**src/rtl/count_seq_pkg.sv**
```systemverilog
// count_seq_pkg: shared encodings for the count sequencer.
//   op_e    : command opcodes carried on cmd_op
//   state_e : controller states (IDLE accepts, RUN steps, DONE pulses)
package count_seq_pkg;

    typedef enum logic [1:0] {
        OP_LOAD  = 2'b00,
        OP_UP    = 2'b01,
        OP_DOWN  = 2'b10,
        OP_CLEAR = 2'b11
    } op_e;

    typedef enum logic [1:0] {
        S_IDLE = 2'b00,
        S_RUN  = 2'b01,
        S_DONE = 2'b10
    } state_e;

endpackage

```
**src/rtl/count_sequencer_if.sv**
```systemverilog
// count_sequencer_if: command handshake between a host and the count sequencer.
//   cmd_valid : command present (host)
//   cmd_ready : controller can accept (sequencer)
//   cmd_op    : opcode (host)
//   cmd_arg   : step count, or load value in the low bits (host)
interface count_sequencer_if #(
    parameter int unsigned LEN_W = 5
) ();
    import count_seq_pkg::*;

    logic             cmd_valid;
    logic             cmd_ready;
    op_e              cmd_op;
    logic [LEN_W-1:0] cmd_arg;

    modport master (
        output cmd_valid,
        output cmd_op,
        output cmd_arg,
        input  cmd_ready
    );

    modport slave (
        input  cmd_valid,
        input  cmd_op,
        input  cmd_arg,
        output cmd_ready
    );

endinterface

```
**src/rtl/updown_counter.sv**
```systemverilog
// updown_counter: WIDTH-bit modulo up/down counter datapath.
//   clk, rst  : clock, synchronous active-high reset (q -> 0)
//   en, up    : step by one this edge, direction (1 = up)
//   load      : load load_val this edge (overrides en)
//   q         : registered count
//   wrap_next : the step taken at the coming edge rolls over
module updown_counter #(
    parameter int unsigned WIDTH = 4
) (
    input  logic             clk,
    input  logic             rst,
    input  logic             en,
    input  logic             up,
    input  logic             load,
    input  logic [WIDTH-1:0] load_val,
    output logic [WIDTH-1:0] q,
    output logic             wrap_next
);

    logic [WIDTH-1:0] q_d, q_q;

    always_comb begin
        q_d = q_q;
        if (load) begin
            q_d = load_val;
        end else if (en) begin
            q_d = up ? (q_q + WIDTH'(1)) : (q_q - WIDTH'(1));
        end
    end

    // Roll-over: up from all-ones or down from zero; loads never count.
    assign wrap_next = en & ~load & (up ? (&q_q) : ~(|q_q));

    always_ff @(posedge clk) begin
        if (rst) begin
            q_q <= '0;
        end else begin
            q_q <= q_d;
        end
    end

    assign q = q_q;

endmodule

```
**src/rtl/count_sequencer.sv**
```systemverilog
// count_sequencer: command-driven controller for an up/down counter.
//   clk, rst : clock, synchronous active-high reset
//   cmd      : slave side of the LOAD/UP/DOWN/CLEAR valid/ready handshake
//   pause    : freezes an in-progress run
//   count    : current counter value
//   busy     : high while stepping (RUN)
//   done     : one-cycle completion pulse
//   wrap     : one-cycle pulse after a roll-over step
module count_sequencer
    import count_seq_pkg::*;
#(
    parameter int unsigned WIDTH = 4,
    parameter int unsigned LEN_W = 5
) (
    input  logic                     clk,
    input  logic                     rst,
    count_sequencer_if.slave         cmd,
    input  logic                     pause,
    output logic [WIDTH-1:0]         count,
    output logic                     busy,
    output logic                     done,
    output logic                     wrap
);

    state_e           state_d, state_q;
    logic [LEN_W-1:0] remaining_d, remaining_q;
    logic             dir_up_d, dir_up_q;
    logic             done_d, done_q;
    logic             wrap_d, wrap_q;

    logic             ctr_en;
    logic             ctr_load;
    logic [WIDTH-1:0] ctr_load_val;
    logic             ctr_wrap_next;

    updown_counter #(
        .WIDTH (WIDTH)
    ) u_counter (
        .clk       (clk),
        .rst       (rst),
        .en        (ctr_en),
        .up        (dir_up_q),
        .load      (ctr_load),
        .load_val  (ctr_load_val),
        .q         (count),
        .wrap_next (ctr_wrap_next)
    );

    always_comb begin
        state_d      = state_q;
        remaining_d  = remaining_q;
        dir_up_d     = dir_up_q;
        ctr_en       = 1'b0;
        ctr_load     = 1'b0;
        ctr_load_val = '0;

        unique case (state_q)
            S_IDLE: begin
                if (cmd.cmd_valid) begin
                    unique case (cmd.cmd_op)
                        OP_LOAD: begin
                            ctr_load     = 1'b1;
                            ctr_load_val = cmd.cmd_arg[WIDTH-1:0];
                            state_d      = S_DONE;
                        end
                        OP_CLEAR: begin
                            ctr_load = 1'b1;
                            state_d  = S_DONE;
                        end
                        OP_UP, OP_DOWN: begin
                            dir_up_d = (cmd.cmd_op == OP_UP);
                            if (cmd.cmd_arg == '0) begin
                                state_d = S_DONE;
                            end else begin
                                remaining_d = cmd.cmd_arg;
                                state_d     = S_RUN;
                            end
                        end
                    endcase
                end
            end
            S_RUN: begin
                if (!pause) begin
                    ctr_en      = 1'b1;
                    remaining_d = remaining_q - LEN_W'(1);
                    if (remaining_q == LEN_W'(1)) begin
                        state_d = S_DONE;
                    end
                end
            end
            S_DONE: begin
                state_d = S_IDLE;
            end
            default: begin
                state_d = S_IDLE;
            end
        endcase
    end

    // Kept outside the FSM block: ctr_wrap_next depends on ctr_en.
    assign wrap_d = ctr_wrap_next;
    assign done_d = (state_d == S_DONE);

    always_ff @(posedge clk) begin
        if (rst) begin
            state_q     <= S_IDLE;
            remaining_q <= '0;
            dir_up_q    <= 1'b1;
            done_q      <= 1'b0;
            wrap_q      <= 1'b0;
        end else begin
            state_q     <= state_d;
            remaining_q <= remaining_d;
            dir_up_q    <= dir_up_d;
            done_q      <= done_d;
            wrap_q      <= wrap_d;
        end
    end

    assign cmd.cmd_ready = (state_q == S_IDLE);
    assign busy          = (state_q == S_RUN);
    assign done          = done_q;
    assign wrap          = wrap_q;

endmodule

```
**src/flat_wrapper.sv**
```systemverilog
// flat-port wrapper written by rule: the top's interface ports become plain ports
module count_sequencer_flat import count_seq_pkg::*;
#(
    parameter int unsigned WIDTH = 4,
    parameter int unsigned LEN_W = 5
)
  (clk, rst, pause, count, busy, done, wrap, cmd_cmd_valid, cmd_cmd_op, cmd_cmd_arg, cmd_cmd_ready);
  count_sequencer_if #(.LEN_W(LEN_W)) cmd_i ();
  input  logic clk;
  input  logic rst;
  input  logic pause;
  output logic [WIDTH-1:0] count;
  output logic busy;
  output logic done;
  output logic wrap;
  input wire logic [$bits(cmd_i.cmd_valid)-1:0] cmd_cmd_valid;
  input wire logic [$bits(cmd_i.cmd_op)-1:0] cmd_cmd_op;
  input wire logic [$bits(cmd_i.cmd_arg)-1:0] cmd_cmd_arg;
  output wire logic [$bits(cmd_i.cmd_ready)-1:0] cmd_cmd_ready;
  assign cmd_i.cmd_valid = cmd_cmd_valid;
  assign cmd_i.cmd_op = cmd_cmd_op;
  assign cmd_i.cmd_arg = cmd_cmd_arg;
  assign cmd_cmd_ready = cmd_i.cmd_ready;
  count_sequencer #(.WIDTH(WIDTH), .LEN_W(LEN_W)) u_core (.clk(clk), .rst(rst), .cmd(cmd_i), .pause(pause), .count(count), .busy(busy), .done(done), .wrap(wrap));
endmodule
```
**config.mk**
```make
export PLATFORM = sky130hd
export DESIGN_NAME = count_sequencer_flat
export DESIGN_NICKNAME = d
export VERILOG_FILES = /design/src/rtl/count_seq_pkg.sv /design/src/rtl/count_sequencer_if.sv /design/src/rtl/updown_counter.sv /design/src/rtl/count_sequencer.sv /design/src/flat_wrapper.sv
export SDC_FILE = /design/constraint.sdc
export NUM_CORES = 1
export LEC_CHECK = 0
export BUFFER_PORTS_ARGS = -buffer_cell sky130_fd_sc_hd__buf_2
export CAP_MARGIN = 10
export CORE_UTILIZATION = 58
export CTS_CLUSTER_DIAMETER = 40
export DETAILED_ROUTE_END_ITERATION = 8
export HOLD_SLACK_MARGIN = 0.05
export PLACE_DENSITY = 0.93
export SYNTH_ARGS = -nofsm -noshare
export SYNTH_HDL_FRONTEND = slang
export SYNTH_HIERARCHICAL = 1
export SYNTH_SLANG_ARGS = --single-unit
```
**constraint.sdc**
```tcl
create_clock -name clk -period 4.83 [get_ports clk]
set_clock_uncertainty 0.2 [all_clocks]
set_input_delay 0 -clock clk [delete_from_list [all_inputs] [get_ports clk]]
set_output_delay 0 -clock clk [all_outputs]
set_load 0.1 [all_outputs]
```
==> metrics.md, run 1 <==
| Metric | Value |
|---|---|
| Status | finished clean |
| Relative slew slack | 0.613 |
| Core area | around 1700 um^2 |
| Number of buffers inserted by port buffering | 18 |
| Tcrit/Tclk final | 0.537 |
| Effective utilization at floorplan | 0.617 |
| Worst Hold Class | flop to flop |
| Source-to-sink clock delay at the later pin of the worst-skew pair | around 0.29 ns |
| Crit-path slowest cell | sky130_fd_sc_hd__dlygate4sd3_1 |
| Final core area utilization | 0.741 |
| Total Nets Final | between 150 and 200 |
| Fraction of the yosys area taken by sequential cells | 0.263 |
| Maximum net fanout on the critical path | 15 |
| Top-level I/O count | 19 |
| Commonest non-fill, non-tap cells in the layout | 18 x sky130_fd_sc_hd__buf_2, 14 x sky130_fd_sc_hd__dfxtp_1, 11 x sky130_fd_sc_hd__dlygate4sd3_1, 9 x sky130_fd_sc_hd__nor2_1, 8 x sky130_fd_sc_hd__a21oi_1 |
| Buffers inserted during post-CTS setup optimization | 0 |
| Top FF cell, synth | sky130_fd_sc_hd__dfxtp_1 |
| Pre-CTS setup slack | 2.79 ns |
| DRC violation count after routing | 0 |
| Die area | around 2000 um^2 |
| Fraction of post-synthesis cell area in the top cell type by area | 0.263 |
| Sinks on the clock net | 14 |
| Y dimension of the die | 44.8 um |
| Chip Width | 44.8 um |
| H-tree depth | 1 |
| Post-route worst setup slack | 2.24 ns |
| Most common cell after layout, fill and taps aside | sky130_fd_sc_hd__buf_2 |
| Final count of negative-setup-slack endpoints | 0 |
| Total iterations of the first detailed-routing run | 4 |
| Min cycle time layout | 2.59 ns |
| Bufs on Longest Clock Path | 2 |
| Ratio of cells with drive above 1 in the final layout | 0.233 |
| Ranking of synthesized cells by area | sky130_fd_sc_hd__dfxtp_1 26%, sky130_fd_sc_hd__ha_1 7.1%, sky130_fd_sc_hd__a21oi_1 3.8% |
| Number of antenna violations at the first check in global routing | 0 |
| Placement row count | 15 |
| Library cells used by synthesis | 46 |
| Number of vias after detailed routing | 1086 |
| Syn nets | between 100 and 150 |
| Cell-by-cell trace of the critical path | nor3b_4 -> nor2b_1 -> mux2i_1 -> nor2_1 -> dlygate4sd3_1 |
| Setup TNS | 0 ns |
| Mapped Avg Cell Area | just under 9 um^2 |
| Maximum number of pins on one net before global-route repair | 17 |
| Drt total wl | 2760 um |
| Max-slew violation count | 0 |
| Total clock buffers created by CTS | 3 |
| Leak Pwr | 0.571 nW |
| Number of diodes added for antenna fixing | 0 |
| Yosys top cell by area | sky130_fd_sc_hd__dfxtp_1 |
| Area Growth Syn to Fin | 20.2% |
| Number of flops mapped to enable cells by yosys | 0 |
| Number of endpoints with negative hold slack in the final report | 0 |
| Final total power | 333 uW |
| Worst EP required | 4.81 ns |
| Vias in the first global route | 951 |
| Clock slew at the register clock pins of the worst setup and hold paths | 0.08 ns |
| Warnings from Yosys | 6 |
| Data arrival time of the critical path | around 2.6 ns |
| Resize count post-CTS | 0 |
| Clock root cell | sky130_fd_sc_hd__clkbuf_4 |
| Kind of start point of the critical path | flop |
| Synth Register Bits | 14 |
| Fraction of registers with async set or reset after synthesis | 0 |
| Total track usage | 0.297 |
| Synthesized cell area | 1060 um^2 |
| Global-route wire length before repair | 4080 um |
| Pwr dens | 260 nW/um^2 |
| Post-detailed-placement half-perimeter wirelength | 1850 um |
| Type of the setup path with the least slack | flop to flop |
| Setup repair after global routing missed its margin | false |
| Initial detailed-routing violation count | 52 |
| Final RePlAce weighted congestion | approximately 0.88 |
| Achievable Freq | between 0.3 and 0.4 GHz |
| Routed wire per std cell | 15.7 um |
| Clock tree from TritonCTS | built |
| Sum of overflow across all layers after global routing | 0 |
| Transition at the pin with the smallest max-transition slack | 0.580 ns |
| Biggest cell delay along the critical path | 0.56 ns |
| Crit. End Element | flop |
| Syn Inst Count | 122 |
| Max VDD drop | between 0.0002 and 0.00025 V |
| Number of routed nets with antenna violations | 0 |
| Number of maximum-capacitance constraint violations | 0 |
| DR vias/cell | between 6 and 7 |
cell usage after synthesis, drive strengths merged (4+ instances only):
library cell,n
ha,6
a21oi,9
buf,4
or4,4
inv,8
and3,5
nor3b,5
dfxtp,14
nor2,9
o21ai,5
nand3,5
nand2,7
worst max-delay path: cells and delay by family (launching register included):
| family | cells | cell delay (ns) |
|---|---|---|
| simple gates | 3 | 0.99 |
| buf+inv | 1 | 0.56 |
| flops | 1 | 0.48 |
| mux | 1 | 0.25 |
stage by stage:
step	hold WS, ns	std cells	area, um^2
floorplan	-0.131	122	1060
global placement	0.163	161	1150
detailed placement	0.173	161	1150
CTS	0.314	175	1280
global route	0.336	175	1280
finish	0.316	175	1280
flip-flops by register name, indices dropped and copies added, names as in the netlist:
| signal | cells |
|---|---|
| u_core/wrap | 1 |
| u_core/state_q | 2 |
| u_core/dir_up_q | 1 |
| u_core/done | 1 |
| u_core/u_counter/q | 4 |
| u_core/remaining_q | 5 |
power by group:
part / switching, mW / internal (mW)
logic: 0.0799 / 0.0474
clock network: 0.0388 / 0.0290
registers: 0.0144 / 0.124
final timing paths:
| path | slack, ns | start | cells after the start | end |
|---|---|---|---|---|
| worst max register to register | 2.24 | u_core/state_q[1] | 5 | u_core/u_counter/q[1] |
| worst max-delay path | 2.24 | u_core/state_q[1] | 5 | u_core/u_counter/q[1] |
| worst min-delay path | 0.32 | u_core/remaining_q[3] | 2 | u_core/remaining_q[3] |
| worst min register to register | 0.32 | u_core/remaining_q[3] | 2 | u_core/remaining_q[3] |
layout make-up:
class | instances | area [um^2]
clock buffer | 3 | 22.5
fill | 132 | 447
inverter | 8 | 30.0
multi-input combinational | 96 | 716
sequential | 14 | 280
tap | 25 | 31.3
timing repair buffer | 29 | 200
kinds of logic after synthesis:
| group | share of synthesized area |
|---|---|
| adder cells (fa/ha/maj) | 0.0893 |
| AO/OA/AOI/OAI | 0.194 |
| buffers and inverters | 0.0646 |
| flip-flops | 0.263 |
| multiplexers | 0.0635 |
| XOR/XNOR | 0.0247 |
| AND/OR/NAND/NOR | 0.301 |
per-layer routing:
metal | wire length, um | global-route usage | vias to the layer above
met4 | 134 | 0.218 | 0
met3 | 177 | 0.0800 | 19
met5 | 0 | 0 | -
li1 | - | - | 511
met1 | 1150 | 0.338 | 491
met2 | 1290 | 0.476 | 65
what timing repair did:
action,in CTS,in global routing
hold endpoints to repair,14,0
setup endpoints to repair,0,0
hold buffers,11,0
Power figures use the tool's default switching activity.
==> run 2: changes to the inputs <==
Settings changed: CORE_UTILIZATION 58 to 49, PLACE_DENSITY 0.93 to 0.85.
Clock period 4.83 ns to 2.1 ns, I/O delays scaled along.
==> run 2 against run 1 <==
Routed wire length is 9.5% lower; utilization is 9.4 points lower; clock power is 120% higher; register-to-register slack worse by 2.0 ns; flip-flop and latch count stayed put; first-iteration DRC count is 40% lower; final area is 1.3% higher; cell count is 2.3% higher; non-clock buffer count is 2 higher; sequential share of layout area hardly changed; die area is 18% higher.
==> metrics.md, run 2 (synthesis results as in run 1) <==
| Metric | Value |
|---|---|
| Total clock buffers created by CTS | 3 (unchanged) |
| DRC violation count after routing | 0 (unchanged) |
| Number of flip-flops in the largest register | 5 (unchanged) |
| Data arrival time of the critical path | 1.91 ns (-0.66 ns) |
| Area after detailed placement | 1180 um^2 (+3.2%) |
| Clock root cell | sky130_fd_sc_hd__clkbuf_4 |
| Worst EP required | 2.10 ns (-2.71 ns) |
| Sequential power share | 0.415 (about the same) |
| Number of routed nets with antenna violations | 0 (unchanged) |
| Number of antenna violations at the first check in global routing | 0 (unchanged) |
| Max VDD drop | 0.000360 V (+66%) |
| H-tree depth | 1 (unchanged) |
| Crit. End Element | flop |
| Effective utilization at floorplan | 0.532 (-0.0848) |
| Total internal power | 465 uW (+130%) |
| Hold Path Origin | cmd_cmd_valid |
| WHS Path Cells | 4 (+2) |
| Area Growth Syn to Fin | 21.7% |
| Achievable Freq | 0.525 GHz |
| Setup repair after global routing missed its margin | false |
| Relative contribution of combinational cells to total power | 0.386 (+0.004) |
| Resize count post-CTS | 0 (unchanged) |
| Type of the setup path with the least slack | primary input to flop |
| Clock tree from TritonCTS | built |
| Y dimension of the die | 48.6 um (+8.4%) |
| Number of vias after detailed routing | 1064 (-2.0%) |
| Initial detailed-routing violation count | 31 (-40%) |
| Source-to-sink clock delay at the later pin of the worst-skew pair | 0.27 ns (-0.02 ns) |
| Min cycle time layout | around 1.9 ns |
| Number of maximum-capacitance constraint violations | 0 (unchanged) |
| Ratio of cells with drive above 1 in the final layout | 0.276 (+0.0430) |
| Worst Hold Class | primary input to flop |
| Net switching power | 295 uW (+120%) |
| Global-route wire length before repair | 4180 um (+2.4%) |
| Terminating pin of the worst hold path | u_core/state_q[1] |
| Chip Width | 48.6 um (+8.4%) |
| Transition at the pin with the smallest max-transition slack | 0.487 ns (-0.0931 ns) |
| Crit-path slowest cell | sky130_fd_sc_hd__dlygate4sd3_1 |
| Placement row count | 16 (+1) |
| Number of hold buffers added after CTS | 9 (-2) |
| Core area | 2000 um^2 (+16%) |
| Drt total wl | 2500 um (-9.5%) |
| Cell area after layout | 1300 um^2 (+1.3%) |
| Capture point of the worst reg-to-reg path | u_core/remaining_q[1] |
| Vias in the first global route | 979 (+2.9%) |
| Routed wire per std cell | 13.9 um (-11%) |
| Sum of overflow across all layers after global routing | 0 (unchanged) |
| Maximum net fanout on the critical path | 8 (-7) |
| Cell-by-cell trace of the critical path | dlygate4sd3_1 -> buf_2 -> inv_1 -> ha_1 -> a21oi_2 -> or4_1 -> a21oi_1 |
| Tcrit/Tclk final | 0.907 |
| Reg2Reg Setup Slack | 0.22 ns (-2.02 ns) |
| Number of buffers inserted by port buffering | 18 (unchanged) |
| Commonest non-fill, non-tap cells in the layout | 18 x sky130_fd_sc_hd__buf_2, 11 x sky130_fd_sc_hd__dfxtp_1, 9 x sky130_fd_sc_hd__dlygate4sd3_1, 9 x sky130_fd_sc_hd__nor2_1, 8 x sky130_fd_sc_hd__a21oi_1 |
| Bufs on Longest Clock Path | 2 (unchanged) |
| Worst reg2reg path depth | 4 (-1) |
| Fraction of power spent switching nets | 0.388 (-0.0111) |
| Kind of start point of the critical path | primary input |
| Critical register-to-register path startpoint | u_core/state_q[0] |
| Number of diodes added for antenna fixing | 0 (unchanged) |
| Most common cell after layout, fill and taps aside | sky130_fd_sc_hd__buf_2 |
| Total Nets Final | 172 (+1.2%) |
| Sinks on the clock net | 14 (unchanged) |
| Max-slew violation count | 0 (unchanged) |
| Final count of negative-setup-slack endpoints | 0 (unchanged) |
| Top-level I/O count | 19 (unchanged) |
| Total iterations of the first detailed-routing run | 4 (unchanged) |
| Setup TNS | 0 ns (unchanged) |
| Die area | 2360 um^2 (+18%) |
| Total track usage | 0.220 (-0.0768) |
| Maximum number of pins on one net before global-route repair | 17 (unchanged) |
| Relative slew slack | 0.678 (+0.0651) |
| Crit path depth | 7 (+2) |
| Status | finished clean |
| Pre-CTS setup slack | 0.264 ns (-2.52 ns) |
| Biggest cell delay along the critical path | 0.52 ns (-0.04 ns) |
| Clock group share of total power | 0.199 (-0.005) |
| Most flop-heavy register | u_core/remaining_q |
| Buffers inserted during post-CTS setup optimization | 0 (unchanged) |
| Number of buffer and inverter instances along the worst setup path | 3 (+2) |
| DR vias/cell | 5.94 (-4.2%) |
| Leak Pwr | 0.583 nW (+2.2%) |
| Clock slew at the register clock pins of the worst setup and hold paths | 0.09 ns (about the same) |
| Number of endpoints with negative hold slack in the final report | 0 (unchanged) |
| Crit-path leading delay family | buffers and inverters |
| Pwr dens | 586 nW/um^2 (+120%) |
| Post-detailed-placement half-perimeter wirelength | 1830 um (-1.1%) |
| Final RePlAce weighted congestion | 0.877 (-0.44%) |
| Post-route worst setup slack | 0.194 ns (-2.04 ns) |
[run 2: changes by cell type in the layout (fill, tap and decap cells not counted), sizes merged]
cell,previous run,this run
dlygate4sd3,11,9
buf,18,22
[run 2: layout make-up]
cell class	instances	area, um^2
multi-input combinational	96	716
timing repair buffer	31	210
clock buffer	3	22.5
tap	27	33.8
sequential	14	284
inverter	8	30.0
fill	174	706
[run 2: worst max path at each step]
stage,start,to,slack (ns)
finish,cmd_cmd_op[0],u_core/remaining_q[1],0.19
floorplan,u_core/state_q[1],cmd_cmd_ready,0.13
CTS,cmd_cmd_op[0],u_core/remaining_q[3],0.22
detailed placement,u_core/state_q[0],u_core/remaining_q[3],0.26
global route,cmd_cmd_op[0],u_core/u_counter/q[1],0.09
global placement,u_core/state_q[0],u_core/remaining_q[3],0.31
[run 2: metrics by stage]
| stage | instances | hold WS [ns] | total power [mW] | utilization |
|---|---|---|---|---|
| 2_1_floorplan | 122 | -0.138 | 0.540 | - |
| 3_3_place_gp | 167 | 0.166 | 0.586 | 0.591 |
| 3_5_place_dp | 167 | 0.174 | 0.596 | 0.591 |
| 4_1_cts | 179 | 0.0596 | 0.758 | 0.648 |
| 5_1_grt | 179 | 0.0612 | 0.805 | 0.648 |
| 6_report | 179 | 0.0693 | 0.759 | 0.648 |
[run 2: layer usage]
layer / up-vias / part of all wire / track usage
met4: 0 / 0.022 / 0.0784
li1: 517 / - / -
met2: 52 / 0.45 / 0.343
met5: - / 0 / 0
met1: 489 / 0.45 / 0.309
met3: 6 / 0.075 / 0.0314
[run 2: worst min-delay path: stages]
cell and delay, ns:
sky130_fd_sc_hd__buf_2 0.11, sky130_fd_sc_hd__and2b_2 0.22, sky130_fd_sc_hd__nand2_1 0.10, sky130_fd_sc_hd__a211oi_1 0.07
[run 2: power groups by stage]
stage,combinational (mW),sequential [mW],clock (mW)
2_1_floorplan,0.197,0.343,0
3_3_place_gp,0.268,0.318,0
3_5_place_dp,0.276,0.320,0
4_1_cts,0.290,0.314,0.154
5_1_grt,0.315,0.318,0.171
6_report,0.293,0.315,0.151
